===== src/rtl/bram_fifo_pkg.sv =====
// Shared definitions for the block-RAM FWFT FIFO controller: default widths and prefetch state encoding.
package bram_fifo_pkg;

    localparam int ADDR_W_DEF = 4;
    localparam int DATA_W_DEF = 8;

    typedef enum logic [1:0] {
        ST_IDLE  = 2'd0,
        ST_FETCH = 2'd1,
        ST_VALID = 2'd2
    } state_e;

endpackage


===== src/rtl/bram_fifo_prefetch.sv =====
// Prefetch engine: pulls the head word out of the block RAM into the output register
// and presents it as a first-word-fall-through valid/ready stream.
//
//  state    | meaning
//  ---------+-----------------------------------------------------------
//  ST_IDLE  | output register empty, no read in flight
//  ST_FETCH | read issued last cycle, RAM data arrives this cycle
//  ST_VALID | output register holds the head word (out_valid_o=1)
module bram_fifo_prefetch
    import bram_fifo_pkg::*;
#(
    parameter int ADDR_W = ADDR_W_DEF,
    parameter int DATA_W = DATA_W_DEF
) (
    input  logic              clk_i,
    input  logic              rst_i,
    input  logic              ram_empty_i,
    input  logic              out_ready_i,
    input  logic [DATA_W-1:0] ram_r_data_i,
    output logic [DATA_W-1:0] out_data_o,
    output logic              out_valid_o,
    output logic              busy_o,
    output logic              ram_r_en_o,
    output logic [ADDR_W-1:0] ram_r_addr_o,
    output logic [ADDR_W:0]   rd_ptr_o
);

    state_e              state_q, state_d;
    logic [ADDR_W:0]     rd_ptr_q, rd_ptr_d;
    logic [DATA_W-1:0]   data_q, data_d;
    logic                rd_issue;

    always_ff @(posedge clk_i or posedge rst_i) begin
        if (rst_i) begin
            state_q  <= ST_IDLE;
            rd_ptr_q <= '0;
            data_q   <= '0;
        end else begin
            state_q  <= state_d;
            rd_ptr_q <= rd_ptr_d;
            data_q   <= data_d;
        end
    end

    // ram_empty_i comes from registered pointers, so a push in this same cycle is not yet visible.
    always_comb begin
        state_d  = state_q;
        rd_ptr_d = rd_ptr_q;
        data_d   = data_q;
        rd_issue = 1'b0;
        unique case (state_q)
            ST_IDLE: begin
                if (!ram_empty_i) begin
                    rd_issue = 1'b1;
                    state_d  = ST_FETCH;
                end
            end
            ST_FETCH: begin
                data_d  = ram_r_data_i;
                state_d = ST_VALID;
            end
            ST_VALID: begin
                if (out_ready_i) begin
                    if (!ram_empty_i) begin
                        rd_issue = 1'b1;
                        state_d  = ST_FETCH;
                    end else begin
                        state_d = ST_IDLE;
                    end
                end
            end
            default: state_d = ST_IDLE;
        endcase
        if (rd_issue) begin
            rd_ptr_d = rd_ptr_q + 1'b1;
        end
    end

    assign out_data_o   = data_q;
    assign out_valid_o  = (state_q == ST_VALID);
    assign busy_o       = (state_q != ST_IDLE);
    assign ram_r_en_o   = rd_issue;
    assign ram_r_addr_o = rd_ptr_q[ADDR_W-1:0];
    assign rd_ptr_o     = rd_ptr_q;

endmodule


===== src/rtl/bram_fifo_ctrl.sv =====
// First-word-fall-through byte FIFO controller driving an external dual-port block RAM.
// Optional sticky overflow flag built only when FIFO_OVF_FLAG_EN is defined.
module bram_fifo_ctrl
    import bram_fifo_pkg::*;
#(
    parameter int ADDR_W = ADDR_W_DEF,
    parameter int DATA_W = DATA_W_DEF
) (
    input  logic              clk_i,
    input  logic              rst_i,
    input  logic [DATA_W-1:0] in_data_i,
    input  logic              in_valid_i,
    output logic              in_ready_o,
    output logic [DATA_W-1:0] out_data_o,
    output logic              out_valid_o,
    input  logic              out_ready_i,
    output logic [ADDR_W:0]   level_o,
    output logic              ovf_o,
    output logic              ram_w_en_o,
    output logic [ADDR_W-1:0] ram_w_addr_o,
    output logic [DATA_W-1:0] ram_w_data_o,
    output logic              ram_r_en_o,
    output logic [ADDR_W-1:0] ram_r_addr_o,
    input  logic [DATA_W-1:0] ram_r_data_i
);

    localparam logic [ADDR_W:0] RAM_DEPTH = {1'b1, {ADDR_W{1'b0}}};

    logic [ADDR_W:0] wr_ptr_q, wr_ptr_d;
    logic [ADDR_W:0] rd_ptr;
    logic [ADDR_W:0] ram_cnt;
    logic            full;
    logic            ram_empty;
    logic            push;
    logic            busy;

    // Extra pointer bit distinguishes a full RAM from an empty one.
    assign ram_cnt   = wr_ptr_q - rd_ptr;
    assign full      = (ram_cnt == RAM_DEPTH);
    assign ram_empty = (ram_cnt == '0);

    assign in_ready_o   = !full;
    assign push         = in_valid_i & !full;
    assign ram_w_en_o   = push;
    assign ram_w_addr_o = wr_ptr_q[ADDR_W-1:0];
    assign ram_w_data_o = in_data_i;

    assign wr_ptr_d = push ? wr_ptr_q + 1'b1 : wr_ptr_q;

    always_ff @(posedge clk_i or posedge rst_i) begin
        if (rst_i) begin
            wr_ptr_q <= '0;
        end else begin
            wr_ptr_q <= wr_ptr_d;
        end
    end

    bram_fifo_prefetch #(
        .ADDR_W (ADDR_W),
        .DATA_W (DATA_W)
    ) u_prefetch (
        .clk_i        (clk_i),
        .rst_i        (rst_i),
        .ram_empty_i  (ram_empty),
        .out_ready_i  (out_ready_i),
        .ram_r_data_i (ram_r_data_i),
        .out_data_o   (out_data_o),
        .out_valid_o  (out_valid_o),
        .busy_o       (busy),
        .ram_r_en_o   (ram_r_en_o),
        .ram_r_addr_o (ram_r_addr_o),
        .rd_ptr_o     (rd_ptr)
    );

    // The output register counts as one held word whenever the prefetcher is not idle.
    assign level_o = ram_cnt + {{ADDR_W{1'b0}}, busy};

`ifdef FIFO_OVF_FLAG_EN
    logic ovf_q, ovf_d;

    assign ovf_d = ovf_q | (in_valid_i & full);

    always_ff @(posedge clk_i or posedge rst_i) begin
        if (rst_i) begin
            ovf_q <= 1'b0;
        end else begin
            ovf_q <= ovf_d;
        end
    end

    assign ovf_o = ovf_q;
`else
    assign ovf_o = 1'b0;
`endif

endmodule

===== config.mk =====
export PLATFORM = sky130hd
export DESIGN_NAME = bram_fifo_ctrl
export DESIGN_NICKNAME = d
export VERILOG_FILES = /design/src/rtl/bram_fifo_pkg.sv /design/src/rtl/bram_fifo_prefetch.sv /design/src/rtl/bram_fifo_ctrl.sv
export SDC_FILE = /design/constraint.sdc
export NUM_CORES = 1
export LEC_CHECK = 0
export CAP_MARGIN = 0
export CORE_MARGIN = 2
export CORE_UTILIZATION = 35
export CTS_CLUSTER_SIZE = 10
export DETAILED_ROUTE_END_ITERATION = 7
export PLACE_DENSITY = 0.77
export SYNTH_ARGS = -nofsm -noshare
export SYNTH_HDL_FRONTEND = slang
export SYNTH_SLANG_ARGS = --single-unit

===== constraint.sdc =====
create_clock -name clk_i -period 2.9 [get_ports clk_i]
set_clock_uncertainty 0.1 [all_clocks]
set_input_delay 0.435 -clock clk_i [delete_from_list [all_inputs] [get_ports clk_i]]
set_output_delay 0.435 -clock clk_i [all_outputs]
set_load 0.05 [all_outputs]

Yosys cells after proc, flatten, opt, wreduce, memory -nomap -nowiden

Cells that the tools add are included.

Add/sub/neg operators: 4
Eq/ne operators: 5
Mux-type cells: 7
Bitwise gates (word level): 1
Reduce and logical (&&, ||, !) cells: 5

Operators with widths:

| kind                | number |
|---|---|
| $add 5x1->5 const B | 2 |
| $pmux 2 s3          | 1 |
| $add 5x1->5         | 1 |
| $eq 5x5->1 const B  | 1 |
| $logic_not 5->1     | 1 |
| $sub 5x5->5         | 1 |
| $mux 2              | 2 |
| $mux 1              | 3 |
| $eq 2x1->1 const B  | 1 |
| $eq 2x2->1 const B  | 1 |
| $logic_not 2->1     | 1 |
| $ne 2x1->1 const B  | 1 |
| $ne 2x2->1 const B  | 1 |
| $pmux 1 s2          | 1 |
| $reduce_and 2->1    | 1 |
| $reduce_bool 2->1   | 1 |
| $and 1x1->1         | 1 |
| $logic_not 1->1     | 1 |

Flip-flop bits (word level): 20
Bits of input ports: 20
Output and inout port bits: 34
Logic and storage cells: 26

Longest topological paths before layout

Gate-level depths: netlist (run 1).

Depth after elaboration: 5
Gate-level depth with buffers: 8
Mapped depth without buffers: 8

Hierarchy

A second synthesis (run 1) with hierarchy kept.

Cell total of the unflattened synthesis: 118
Area total of the unflattened synthesis: 1305.0 um^2

By module, submodules not included:

| module             | instances | cells each | area an instance (um^2) |
|---|---|---|---|
| bram_fifo_prefetch | 1         | 48         | 683.2 |
| bram_fifo_ctrl     | 1         | 70         | 621.8 |

Worst setup path before layout (run 1)

No wires, ideal clock.

Path type: reg-to-output
Start: reg wr_ptr_q[0]
End: out in_ready_o
Arrival time: 2.571 ns
Data required time: 2.365 ns
Setup slack: -0.206 ns
Stages on the path, launching flop included: 7
Path buffers: 0
Cells stage by stage: dfrtp_1 > inv_1 > ha_1 > fa_1 > xnor2_2 > a211oi_2 > o21ai_0

Word-level cells in the longest chain between the ends: 3

RTL lines:

| what                     | RTL line             | RTL |
|---|---|---|
| start: declaration       | bram_fifo_ctrl.sv:29 | `logic [ADDR_W:0] wr_ptr_q, wr_ptr_d;` |
| start signal: assignment | bram_fifo_ctrl.sv:54 | `wr_ptr_q <= wr_ptr_d;` |
| $sub 5x5->5              | bram_fifo_ctrl.sv:38 | `assign ram_cnt = wr_ptr_q - rd_ptr;` |
| $eq 5x5->1               | bram_fifo_ctrl.sv:39 | `assign full = (ram_cnt == RAM_DEPTH);` |
| $logic_not 1->1          | bram_fifo_ctrl.sv:42 | `assign in_ready_o = !full;` |
| end: declaration         | bram_fifo_ctrl.sv:13 | `output logic in_ready_o,` |

No other way between the ends.

Final worst setup path (run 1)

Start: reg u_prefetch.rd_ptr_q[0] (netlist: u_prefetch.rd_ptr_o[0])
End: out ram_w_en_o

Word-level cells in the longest chain between the ends: 4

RTL lines:

| what                     | RTL line                 | RTL |
|---|---|---|
| start: declaration       | bram_fifo_prefetch.sv:29 | `logic [ADDR_W:0] rd_ptr_q, rd_ptr_d;` |
| start signal: assignment | bram_fifo_prefetch.sv:40 | `rd_ptr_q <= rd_ptr_d;` |
| $sub 5x5->5              | bram_fifo_ctrl.sv:38     |  |
| $eq 5x5->1               | bram_fifo_ctrl.sv:39     |  |
| $logic_not 1->1          | bram_fifo_ctrl.sv:43     | `assign push = in_valid_i & !full;` |
| $and 1x1->1              | bram_fifo_ctrl.sv:43     |  |
| end: declaration         | bram_fifo_ctrl.sv:19     | `output logic ram_w_en_o,` |

No other way between the ends.

==> results of run 1 <==
kinds of logic (layout without fill, tap and decap cells):
family	Yosys count	in the layout	synth area share [%]
simple gates	20	20	10.0
mux	10	10	8.87
buf+inv	28	60	12.9
fa+ha+maj	9	9	9.15
other cells	1	1	0.286
xor+xnor	16	16	11.2
flops	20	20	38.1
compound gates	17	17	9.44
cell type report:
cell class | instances | area, µm² | share of cell area, %
flip-flops and latches | 20 | 503 | 27.4
well taps | 48 | 60.1 | 3.27
repair buffers | 47 | 504 | 27.5
inverters | 10 | 37.5 | 2.04
multi-input cells | 73 | 689 | 37.6
clock buffers | 3 | 41.3 | 2.25
path summary, 6_finish.rpt:
| check | end | slack [ps] | cells after the start | start |
|---|---|---|---|---|
| setup reg to reg | u_prefetch.rd_ptr_o[1]$_DFFE_PP0P_ | 300 | 8 | u_prefetch.rd_ptr_o[0]$_DFFE_PP0P_ |
| hold reg to reg | u_prefetch.rd_ptr_o[4]$_DFFE_PP0P_ | 390 | 1 | u_prefetch.rd_ptr_o[4]$_DFFE_PP0P_ |
| max in group asynchronous | wr_ptr_q[1]$_DFFE_PP0P_ | 1640 | 2 | rst_i |
| setup / recovery | ram_w_en_o | -30 | 8 | u_prefetch.rd_ptr_o[0]$_DFFE_PP0P_ |
| hold / removal | u_prefetch.rd_ptr_o[4]$_DFFE_PP0P_ | 390 | 1 | u_prefetch.rd_ptr_o[4]$_DFFE_PP0P_ |
| min in group asynchronous | u_prefetch.out_data_o[6]$_DFFE_PP0N_ | 540 | 2 | rst_i |
per-stage QoR:
step                      utilization, %  cell area, µm²  hold slack [ps]  instances  worst slack, ps
after global routing                50.5            1840              427        201             -130
after global placement              46.3            1680              383        189              153
after floorplan                        -            1320              299        121             34.7
after CTS                           48.9            1780              402        196             5.29
after detailed placement            46.3            1680              389        189             55.0
final                               50.5            1840              394        201            -25.2
synth_stat cells:
library cell and n:
dfrtp_1 20, buf_4 17, inv_1 10, xnor2_1 10, ha_1 8, mux2_2 8
nand3_1 5, o21ai_0 5, xor2_1 5, nor2_1 4, a21oi_1 3, a21o_1 2
and4_1 2, nand2b_1 2, nand3b_1 2, o211ai_1 2, a211oi_2 1, a21bo_2 1
clkbuf_1 1, conb_1 1, fa_1 1, mux2_1 1, mux2_4 1, nand2_1 1
nor2_2 1, nor2b_1 1, nor4b_4 1, o21a_1 1, o21a_4 1, o21ai_2 1
or2_2 1, xnor2_2 1
state kept, by name, indices dropped and copies added (netlist names):
name and flops:
wr_ptr_q 5, u_prefetch.rd_ptr_o 5, u_prefetch.state_q 2, u_prefetch.out_data_o 8
cells in the final DEF (no fill, tap or decap), drive strengths merged:
| master | count |
|---|---|
| xor2 | 5 |
| conb | 1 |
| o21a | 2 |
| a21oi | 3 |
| clkbuf | 3 |
| buf | 18 |
| nand3b | 2 |
| nand3 | 5 |
| dfrtp | 20 |
| and4 | 2 |
| xnor2 | 11 |
| a211oi | 1 |
| o21ai | 6 |
| a21bo | 1 |
| nand2 | 1 |
| clkdlybuf4s50 | 29 |
| nand2b | 2 |
| inv | 10 |
| nor2b | 1 |
| a21o | 2 |
| o211ai | 2 |
| mux2 | 10 |
| fa | 1 |
| ha | 8 |
| nor4b | 1 |
| nor2 | 5 |
| or2 | 1 |
timing repair:
item                       in CTS  in global routing
hold buffers                    0                  0
setup endpoints to repair       4                  4
gates cloned                    0                  0
setup buffers                   4                  5
gates resized for setup         4                  8
pin swaps                       1                  0
critical path: cells and delay by family (launching register included):
kind,cells,cell delay (ps)
buffers and inverters,2,200
AOI/OAI and AO/OA,1,190
and+or+nand+nor,3,570
DFF,1,420
adders and majority gates,2,760
routing by layer:
layer	vias up	GRT usage (%)	part of all wire [%]
met3	11	4.11	8.5
met1	467	15.5	36
met5	-	0	0
li1	455	-	-
met2	49	25.0	52
met4	0	3.39	4.0
==> results by group, run 1 <==
Synthesis
  • Register area share after synthesis: 38.1%
  • Gate Count Post-Synth: around 120
  • Synth top area cells: dfrtp_1 38%, buf_4 9.7%, ha_1 7.6%
  • #FFs+latches synth: 20
  • Top cell type's share of synthesized area: between 30% and 40%
  • Mapped Area: ~1300 µm²
  • Distinct cells, synth: 32
  • Area leader, netlist: dfrtp_1
  • Syn Nets: 150
  • Yosys warns: 0
  • Mean post-synth cell area: about 11 µm²

Die
  • DIE AREA: 4260 µm²
  • Die H: around 65 µm
  • Core outline area: around 3600 µm²
  • Starting Density: between 30% and 40%
  • Die width: ~65 µm
  • Core Rows: 22
  • # IOs: between 50 and 60

Global route
  • Initial antenna violation count: 0
  • First-pass GRT wire length: around 4600 µm
  • Largest net degree at the start of global routing: 21
  • Gr usage total: 13.7%
  • Global route total overflow: 0
  • Vias in the first global route: between 1,000 and 1,500

Drt
  • Final WL: 2830 µm
  • Wire per inst: ~14 µm
  • Detailed Route Iter0 Violations: 17
  • DRT antenna net count: 0
  • Pre-antenna DRT Iters: 4
  • Remaining DRCs: 0
  • Vias: roughly 1,000
  • Vias per cell: 4.89

Timing
  • Endpoints failing setup: 2
  • Max_slew headroom: 49.9%
  • RSZ-0062 raised after global routing: true
  • Slack of the critical path: -25.2 ps
  • Fin crit period: 2930 ps
  • Worst slew pin tran: 751 ps
  • Final period utilization: 101%
  • Final TNS setup: -30.6 ps
  • Hold Fails Final Rpt: 0
  • Top achievable clock speed: between 300 and 400 MHz
  • Max-slew violation count: 0

Place
  • Gp weighted congestion: roughly 0.84
  • Port bufs: 36
  • Dpl hpwl: about 2100 µm

Clock tree
  • CTS max path bufs: 2
  • CTS tree: built
  • CTS root buffer: clkbuf_8
  • Clock Latency Late Sink: 250 ps
  • # clock sinks: 20
  • CTS H-tree depth: 1
  • CTS buffer count: 3
  • Clock slew at reported path FFs: roughly 70 ps

Worst setup path
  • Largest stage delay, worst path: about 550 ps
  • Slowest CP cell: fa_2
  • Critical Path RT: ~2400 ps
  • CP Cell Sequence: ha_2, fa_2, nand3b_1, nor4b_4, nor2_4, o21ai_2, inv_2, buf_12
  • Setup crit end kind: primary output
  • Worst setup SP type: flip-flop
  • CP Class: reg2out
  • Worst Path Arrival: between 2000 and 2500 ps
  • Crit-path max FO: 5

Min path
  • Min-delay worst type: reg2reg

Final layout
  • Area Growth Syn to Fin: 39.8%
  • Fill cells: between 300 and 400
  • Antenna Cells: 0
  • Nets: 184
  • Share of layout cells above drive strength 1: between 30% and 40%

Job
  • Max-cap violations: 0

Run status
  • Failing checks: negative setup slack
  • Status: complete, but fails checks
Power of run 1 is left out: the tool's default activity adds up to more than one toggle a clock period on the data nets, which glitch-free logic cannot reach.
==> inputs of run 2 (changes only) <==
--- a/config.mk
+++ b/config.mk
@@ -7,10 +7,10 @@
 export LEC_CHECK = 0
 export CAP_MARGIN = 0
 export CORE_MARGIN = 2
-export CORE_UTILIZATION = 35
+export CORE_UTILIZATION = 43
 export CTS_CLUSTER_SIZE = 10
 export DETAILED_ROUTE_END_ITERATION = 7
-export PLACE_DENSITY = 0.77
+export PLACE_DENSITY = 0.9
 export SYNTH_ARGS = -nofsm -noshare
 export SYNTH_HDL_FRONTEND = slang
 export SYNTH_SLANG_ARGS = --single-unit
==> run 2 against run 1 <==
Net effect: the run still ends with negative setup slack left; register-to-register slack got worse by 40 ps; sequential share of layout area rose by 0.32 points; non-clock buffer count fell by 2; clock-buffer cell count rose by 1; global-route usage rose by 4.1 points; via count fell by 1.9%; flip-flop and latch count did not move; hold slack improved by 9.9 ps; die area fell by 18%; final cell count fell by 8.0%; core utilization rose by 10 points; first-iteration DRC count fell by 53%; critical path type unchanged.
==> results by group, run 2 (synthesized netlist as in run 1, its figures left out) <==
Run status
  • Status: complete, but fails checks
  • Failing checks: negative setup slack

Worst setup path
  • Critical Path RT: 2370 ps (about the same)
  • Crit-path max FO: 6 (+1)
  • CP Launch Point: u_prefetch.rd_ptr_o[0]$_DFFE_PP0P_
  • CP top delay family: adder cells
  • Setup crit end kind: primary output
  • Worst setup SP type: flip-flop
  • Reg2reg start: u_prefetch.rd_ptr_o[0]$_DFFE_PP0P_
  • CP Cell Sequence: ha_2, fa_2, nand3b_1, nor4b_4, nor2_4, o21ai_2, inv_2, buf_12
  • Worst Path Arrival: 2410 ps (+20 ps)
  • Crit path buf inv count: 2 (unchanged)
  • CP Class: reg2out
  • Slowest CP cell: fa_2
  • Largest stage delay, worst path: 550 ps (about the same)

Die
  • Core outline area: 2980 µm² (-18%)
  • Die H: 59.3 µm (-9.2%)
  • Die width: 59.3 µm (-9.2%)
  • # IOs: 54 (unchanged)
  • Core Rows: 20 (-9.1%)
  • DIE AREA: 3510 µm² (-18%)
  • Starting Density: 44.1% (+8.0 points)

Place
  • Port bufs: 36 (unchanged)
  • Gp weighted congestion: 0.808 (-3.7%)
  • Dpl hpwl: 2130 µm (+3.9%)
  • Pre-CTS WS: 87.5 ps (+32.6 ps)

Timing
  • Max_slew headroom: 48.8% (-1.0 points)
  • Final TNS setup: -81.4 ps (-50.8 ps)
  • Max-slew violation count: 0 (unchanged)
  • Top achievable clock speed: 339 MHz (-0.78%)
  • Hold Fails Final Rpt: 0 (unchanged)
  • Worst slew pin tran: 766 ps (+15.4 ps)
  • Endpoints failing setup: 2 (unchanged)
  • RSZ-0062 raised after global routing: true
  • Slack of the critical path: -48.2 ps (-23.0 ps)
  • Final period utilization: 102% (+0.79 points)
  • Fin crit period: 2950 ps (+23.0 ps)

Clock tree
  • Clock slew at reported path FFs: 120 ps (+50 ps)
  • Clock Latency Late Sink: 300 ps (+50 ps)
  • CTS root buffer: clkbuf_4
  • CTS max path bufs: 2 (unchanged)
  • CTS buffer count: 3 (unchanged)
  • # clock sinks: 20 (unchanged)
  • CTS Hold Buffers Added: 0 (unchanged)
  • CTS H-tree depth: 1 (unchanged)
  • CTS tree: built

Drt
  • Detailed Route Iter0 Violations: 8 (-9)
  • Final WL: 2830 µm (-0.18%)
  • Vias: 963 (-1.9%)
  • Vias per cell: 5.21 (+6.5%)
  • Remaining DRCs: 0 (unchanged)
  • Wire per inst: 15.3 µm (+8.5%)
  • Pre-antenna DRT Iters: 4 (unchanged)
  • DRT antenna net count: 0 (unchanged)

Global route
  • Initial antenna violation count: 0 (unchanged)
  • First-pass GRT wire length: 4670 µm (+2.0%)
  • Vias in the first global route: 1,056 (-0.095%)
  • Largest net degree at the start of global routing: 21 (unchanged)
  • Gr usage total: 17.7% (+4.1 points)
  • Global route total overflow: 0 (unchanged)

Final layout
  • Nets: 182 (-1.1%)
  • Commonest non-fill, non-tap cells in the layout: 29 x clkdlybuf4s50_1, 18 x dfrtp_1, 9 x inv_1, 9 x buf_4
  • Area Growth Syn to Fin: 38.2%
  • Max reg flops: 8 (unchanged)
  • Antenna Cells: 0 (unchanged)
  • Share of layout cells above drive strength 1: 30.9% (-0.45 points)
  • Most common cell after layout, fill and taps aside: clkdlybuf4s50_1

Min path
  • Min-delay worst type: reg2reg
  • Hold wc startpoint: u_prefetch.rd_ptr_o[4]$_DFFE_PP0P_

Job
  • Max-cap violations: 0 (unchanged)
[run 2: repair_timing]
item                       CTS  global route
resized for setup            7             7
buffers inserted             3             2
setup endpoints to repair    5             4
pin swaps                    1             0
[run 2: path summary, 6_finish.rpt]
path                                                   endpoint  slack, ps  cells past startpoint
setup / recovery                                     ram_w_en_o        -50                      8
hold / removal               u_prefetch.rd_ptr_o[4]$_DFFE_PP0P_        400                      1
setup reg to reg             u_prefetch.rd_ptr_o[4]$_DFFE_PP0P_        260                     10
hold reg to reg              u_prefetch.rd_ptr_o[4]$_DFFE_PP0P_        400                      1
max in group asynchronous               wr_ptr_q[1]$_DFFE_PP0P_       1680                      2
min in group asynchronous  u_prefetch.out_data_o[1]$_DFFE_PP0N_        480                      2
[run 2: per-layer routing]
layer | part of all wire, % | track usage (%) | up-vias
met5 | 0 | 0 | -
met4 | 2.7 | 9.42 | 0
met3 | 9.4 | 5.46 | 10
met2 | 51 | 30.1 | 46
met1 | 37 | 19.7 | 457
li1 | - | - | 450
[run 2: layout make-up]
| type | instances | area, µm² |
|---|---|---|
| multi-input cells | 73 | 707 |
| repair buffers | 45 | 489 |
| flip-flops and latches | 20 | 503 |
| inverters | 10 | 37.5 |
| fillers | 245 | 1160 |
| well taps | 33 | 41.3 |
| clock buffers | 4 | 36.3 |
[run 2: per-stage QoR]
stage | utilization [%] | instance area, µm² | instances | hold WS, ps
6_report | 60.9 | 1810 | 185 | 404
5_1_grt | 60.9 | 1810 | 185 | 446
4_1_cts | 59.4 | 1770 | 183 | 405
3_5_place_dp | 56.3 | 1680 | 176 | 381
3_3_place_gp | 56.3 | 1680 | 176 | 383
2_1_floorplan | - | 1320 | 121 | 299
Power of run 2 is left out for the same reason.
